### src/rtl/ldpc_mem_pkg.sv
// ldpc_mem_pkg: shared geometry constants and FSM encoding for the LDPC message RAM loader.
package ldpc_mem_pkg;
   localparam int LLR_WIDTH  = 5;
   localparam int LANES      = 3;
   localparam int DATA_WIDTH = LLR_WIDTH * LANES;
   localparam int ADDR_WIDTH = 8;
   localparam int CNT_WIDTH  = 10;
   typedef enum logic [1:0] {IDLE, RUN, LAST, DONE} state_t;
endpackage

### src/rtl/llr_lane_packer.sv
// llr_lane_packer: places each accepted LLR into its lane and flags the word-completing accept.
module llr_lane_packer
   import ldpc_mem_pkg::*;
(
   input  logic                  clk,
   input  logic                  rst_n,
   input  logic                  clr,
   input  logic                  accept,
   input  logic [LLR_WIDTH-1:0]  llr,
   output logic [DATA_WIDTH-1:0] word,
   output logic                  word_done
);
   logic [1:0]            lane_cnt;
   logic [DATA_WIDTH-1:0] pack;

   // Unfilled upper lanes stay zero, so a partial word is ready to flush as-is.
   always_comb begin
      word = pack;
      for (int i = 0; i < LANES; i++)
         if (lane_cnt == 2'(i)) word[i*LLR_WIDTH +: LLR_WIDTH] = llr;
   end

   assign word_done = accept && lane_cnt == 2'(LANES - 1);

   always_ff @(posedge clk or negedge rst_n) begin
      if (!rst_n) begin
         lane_cnt <= '0;
         pack     <= '0;
      end else if (clr) begin
         lane_cnt <= '0;
         pack     <= '0;
      end else if (accept) begin
         lane_cnt <= word_done ? 2'd0 : lane_cnt + 2'd1;
         pack     <= word_done ? '0 : word;
      end
   end
endmodule

### src/rtl/llr_word_packer.sv
// llr_word_packer: streams LLRs into 3-lane RAM words with single-cycle write strobes.
// PARTIAL_FLUSH_EN: when defined, a trailing partial word is written with zeroed unused lanes.
module llr_word_packer
   import ldpc_mem_pkg::*;
(
   input  logic                  clk,
   input  logic                  rst_n,
   input  logic                  start,
   input  logic [ADDR_WIDTH-1:0] base_addr,
   input  logic [CNT_WIDTH-1:0]  num_llr,
   input  logic [LLR_WIDTH-1:0]  llr_in,
   input  logic                  llr_valid,
   output logic                  llr_ready,
   output logic [ADDR_WIDTH-1:0] ram_address,
   output logic [DATA_WIDTH-1:0] ram_data_in,
   output logic                  ram_we,
   output logic                  ram_cs,
   output logic                  busy,
   output logic                  done
);
   state_t                state, state_nx;
   logic [CNT_WIDTH-1:0]  num_q, cnt;
   logic [ADDR_WIDTH-1:0] ptr;
   logic [DATA_WIDTH-1:0] word;
   logic                  go, accept, last_llr, word_done, write;

   assign go        = state == IDLE && start;
   assign llr_ready = state == RUN;
   assign accept    = llr_valid && llr_ready;
   assign last_llr  = accept && cnt == num_q - 1'b1;
   assign busy      = state == RUN || state == LAST;
   assign done      = state == DONE;
   assign ram_we    = ram_cs;
`ifdef PARTIAL_FLUSH_EN
   assign write = word_done || last_llr;
`else
   assign write = word_done;
`endif

   llr_lane_packer u_pack (
      .clk       (clk),
      .rst_n     (rst_n),
      .clr       (go),
      .accept    (accept),
      .llr       (llr_in),
      .word      (word),
      .word_done (word_done)
   );

   always_comb begin
      state_nx = state;
      case (state)
         IDLE:    if (start) state_nx = num_llr == '0 ? DONE : RUN;
         RUN:     if (last_llr) state_nx = LAST;
         LAST:    state_nx = DONE;
         default: state_nx = IDLE;
      endcase
   end

   always_ff @(posedge clk or negedge rst_n) begin
      if (!rst_n) begin
         state       <= IDLE;
         num_q       <= '0;
         cnt         <= '0;
         ptr         <= '0;
         ram_address <= '0;
         ram_data_in <= '0;
         ram_cs      <= 1'b0;
      end else begin
         state  <= state_nx;
         ram_cs <= write;
         if (go) begin
            num_q <= num_llr;
            cnt   <= '0;
            ptr   <= base_addr;
         end else if (accept) begin
            cnt <= cnt + 1'b1;
         end
         if (write) begin
            ram_address <= ptr;
            ram_data_in <= word;
            ptr         <= ptr + 1'b1;
         end
      end
   end
endmodule
### config.mk
export PLATFORM = sky130hd
export DESIGN_NAME = llr_word_packer
export DESIGN_NICKNAME = d
export VERILOG_FILES = /design/src/rtl/ldpc_mem_pkg.sv /design/src/rtl/llr_lane_packer.sv /design/src/rtl/llr_word_packer.sv
export SDC_FILE = /design/constraint.sdc
export NUM_CORES = 1
export LEC_CHECK = 0
export CORE_MARGIN = 8
export CORE_UTILIZATION = 40
export DETAILED_ROUTE_END_ITERATION = 10
export SLEW_MARGIN = 40
export SYNTH_ARGS = -nofsm -noshare
export SYNTH_HDL_FRONTEND = slang
export SYNTH_HIERARCHICAL = 1
export SYNTH_SLANG_ARGS = --single-unit
### constraint.sdc
create_clock -name clk -period 6 [get_ports clk]
set_input_delay 1.5 -clock clk [delete_from_list [all_inputs] [get_ports clk]]
set_output_delay 1.5 -clock clk [all_outputs]
set_load 0.03 [all_outputs]
==> impl_results.md <==
* CP endpoint kind: flip-flop
* First-pass iteration count of the detailed router at 5
* Post-layout min period at 3452 ps
* Via density at 5.235
* Clk slew on worst S/H paths at 80 ps
* CTS Buf Count at 9
* Initial DRC count at 117
* Worst path max stage delay at 500 ps
* FF-to-FF End: ptr[7]$_DFFE_PN0P_
* Setup Crit Path Kind: input pin to flip-flop
* Routed vias at 2,738
* DRC Markers at 0
* CP dominant cell by count: nand3_1
* Initial antenna violation count at 0
* Routed len/inst at 15.09 µm
* Required time worst endpoint at 6200 ps
* Top-Level Pins at 55
* R2r worst-path depth at 11
* Worst endpoint data arrival time at 3650 ps
* Actual slew at the worst max-slew pin at 689.4 ps
* Diode count at 0
* First-pass GRT wire length at 13,410 µm
* Critical path, cell by cell: clkdlybuf4s50_1 -> and2_1 -> buf_4 -> inv_1 -> nor2_4 -> nand3_1 -> nor2_1 -> nand3_1 -> o211ai_1 -> o221ai_1
* Largest family of logic cells by synthesized area: simple AND/OR/NAND/NOR gates
* Nets@finish at 441
* Register bit total from synthesis at 71
* CTS sink count at 71
* Yosys warning count at 6
* # setup viols final at 0
* Reg2reg setup slack at 3310 ps
* CTS max path bufs at 2
* Post-synthesis mux area share at 13.63%
* Post-Synth Adder-Cell Area at 2.355%
* Fillers at 852
* Worst Hold Class: flip-flop to flip-flop
* Maximum VDD drop at 0.2719 mV
* H-tree depth at 3
* Largest net degree at the start of global routing at 72
* Crit path to: ptr[7]$_DFFE_PN0P_
* Worst skew pair latency at 350 ps
* Synthesized area at 0.003719 mm²
* Fin crit share at 57.53%
* Share of layout cells above drive strength 1 at 12.14%
* Post-synth EDFFs at 0
* Reg-to-Reg Start: state[1]$_DFFE_PN0P_
* Compound-Gate Fraction of Synth Area at 9.017%
* CTS resizes at 0
* Leading cell types in the layout, fill and taps excluded: dfrtp_1 (71), clkdlybuf4s50_1 (53), nand2_1 (43), nor2_1 (34), mux2_1 (21)
* Post-Synthesis Cells at 357
* Post-synth ARST share at 100.0%
* Fmax at 289.7 MHz
* Grt ovf at 0
* Setup Skew at 10.74 ps
* Design area at 0.004501 mm²
* Sequential element share of the synthesized area at 47.78%
* Final wirelength at 7894 µm
* RSZ-0062 raised after global routing: no
* Post-DP HPWL at 5577 µm
* Pwr Density at 416.5 mW/mm²
* Worst path slowest cell: nor2_4
* Die X at 112.4 µm
* Startpoint types: input pin
* Setup TNS at 0 ps
* Die area at 0.01264 mm²
* IO Port Bufs at 54
* Pins Over Slew Limit at 0
* GP Congestion at 0.7677
* Total setup buffers inserted after CTS at 0
* Placed Area at 0.004303 mm²
* Status: finished clean
* CTS Root Cell: clkbuf_8
* Most common cell after layout, fill and taps aside: dfrtp_1
* Vias in the first global route at 2,752
* Synth Area in XOR/XNOR at 4.475%
* P_leak at 2.028 nW
* Final Hold Fails at 0
* Syn Nets at 391
* Worst setup startpoint: llr_valid
* TritonCTS clock tree: yes
* Slew HR at 53.98%
* Hold_buf cts at 0
* All-Layer GR Usage at 13.02%
* Synth Flop Type: dfrtp_1
* Initial core utilization at 40.82%
* Rows at 35
* Syn_area_per_cell at 10.42 µm²
* Post-synthesis cell type count at 53
* Antenna viol nets, final at 0
* CP Max Fanout at 24
* Total of max-cap violations at 0
* Die height at 112.4 µm
* Simple-Gate Fraction of Synth Area at 18.30%
* Core area at 0.009109 mm²
* P&R area growth vs syn at 21.03%
## metal layers
metal	vias to the layer above	part of all wire, %	track usage, %
li1	1346	-	-
met2	70	44	19.43
met1	1311	48	17.08
met5	-	0	0
met4	0	1.8	6.295
met3	11	6.3	3.543
## cell usage after synthesis (all sizes together), types with 7 or more instances
cell,instances,area [µm²]
inv,11,41.29
mux2i,9,90.09
nand3,11,55.05
and2,7,46.30
xor2,10,87.58
clkbuf,7,26.28
o21ai,10,50.04
and3,8,50.05
xnor2,9,78.83
nand2,43,161.4
nor3,7,46.30
ha,7,87.58
nor2,36,135.1
dfrtp,71,1777
buf,11,97.59
a21oi,11,55.05
mux2,37,416.7
## where the power goes
part	leakage (nW)	switching (W)	internal, W	total, W
Combinational	1.03	0.000382	0.000358	0.000740
Clock	0.104	0.000187	0.000193	0.000380
Sequential	0.895	0.000123	0.000630	0.000754
## critical path: cells and delay by family
kind / cells / cell delay [ps]
and+or+nand+nor: 5 / 1130
AOI/OAI and AO/OA: 2 / 240
buffers and inverters: 3 / 770
## flip-flops by register name (all words and copies together), names as in the netlist
register,flops
cnt,10
num_q,10
ptr,8
ram_address,8
ram_cs,1
ram_data_in,15
state,2
u_pack/lane_cnt,2
u_pack/pack,15
## stage by stage
step	utilization [%]	worst slack, ps	hold WS, ps	cells	total power [W]
floorplan	-	2824	447.4	357	0.001274
global placement	47.14	1876	463.9	507	0.001497
global route	49.41	2357	505.0	523	0.002002
finish	49.41	2548	484.2	523	0.001874
CTS	49.38	2569	492.5	523	0.001897
detailed placement	47.24	2189	466.2	507	0.001511
## cell families after synthesis
family	after synthesis
buffers and inverters	29
multiplexers	46
AO/OA/AOI/OAI	48
flip-flops	71
AND/OR/NAND/NOR	137
adder cells (fa/ha/maj)	7
XOR/XNOR	19
## area by class of cell
| class | instances | area [µm²] | area share [%] |
|---|---|---|---|
| repair buffers | 57 | 561.8 | 12.48 |
| multi-input cells | 257 | 1787 | 39.70 |
| clock inverters | 7 | 71.32 | 1.585 |
| flip-flops and latches | 71 | 1777 | 39.48 |
| clock buffers | 9 | 123.9 | 2.752 |
| inverters | 11 | 41.29 | 0.9174 |
| well taps | 111 | 138.9 | 3.086 |
## worst min-delay path by stage
stage | slack, ps | endpoint | startpoint | depth (start not counted)
after floorplan | 450 | u_pack/pack[10]$_DFFE_PN0P_ | u_pack/pack[10]$_DFFE_PN0P_ | 1
after global placement | 460 | u_pack/pack[14]$_DFFE_PN0P_ | u_pack/pack[14]$_DFFE_PN0P_ | 1
after detailed placement | 470 | u_pack/pack[13]$_DFFE_PN0P_ | u_pack/pack[13]$_DFFE_PN0P_ | 1
after CTS | 490 | u_pack/pack[13]$_DFFE_PN0P_ | u_pack/pack[13]$_DFFE_PN0P_ | 1
after global routing | 510 | u_pack/pack[13]$_DFFE_PN0P_ | u_pack/pack[13]$_DFFE_PN0P_ | 1
final | 480 | ram_data_in[0]$_DFFE_PN0P_ | ram_data_in[0]$_DFFE_PN0P_ | 1
(Power assumes the default switching activity.)
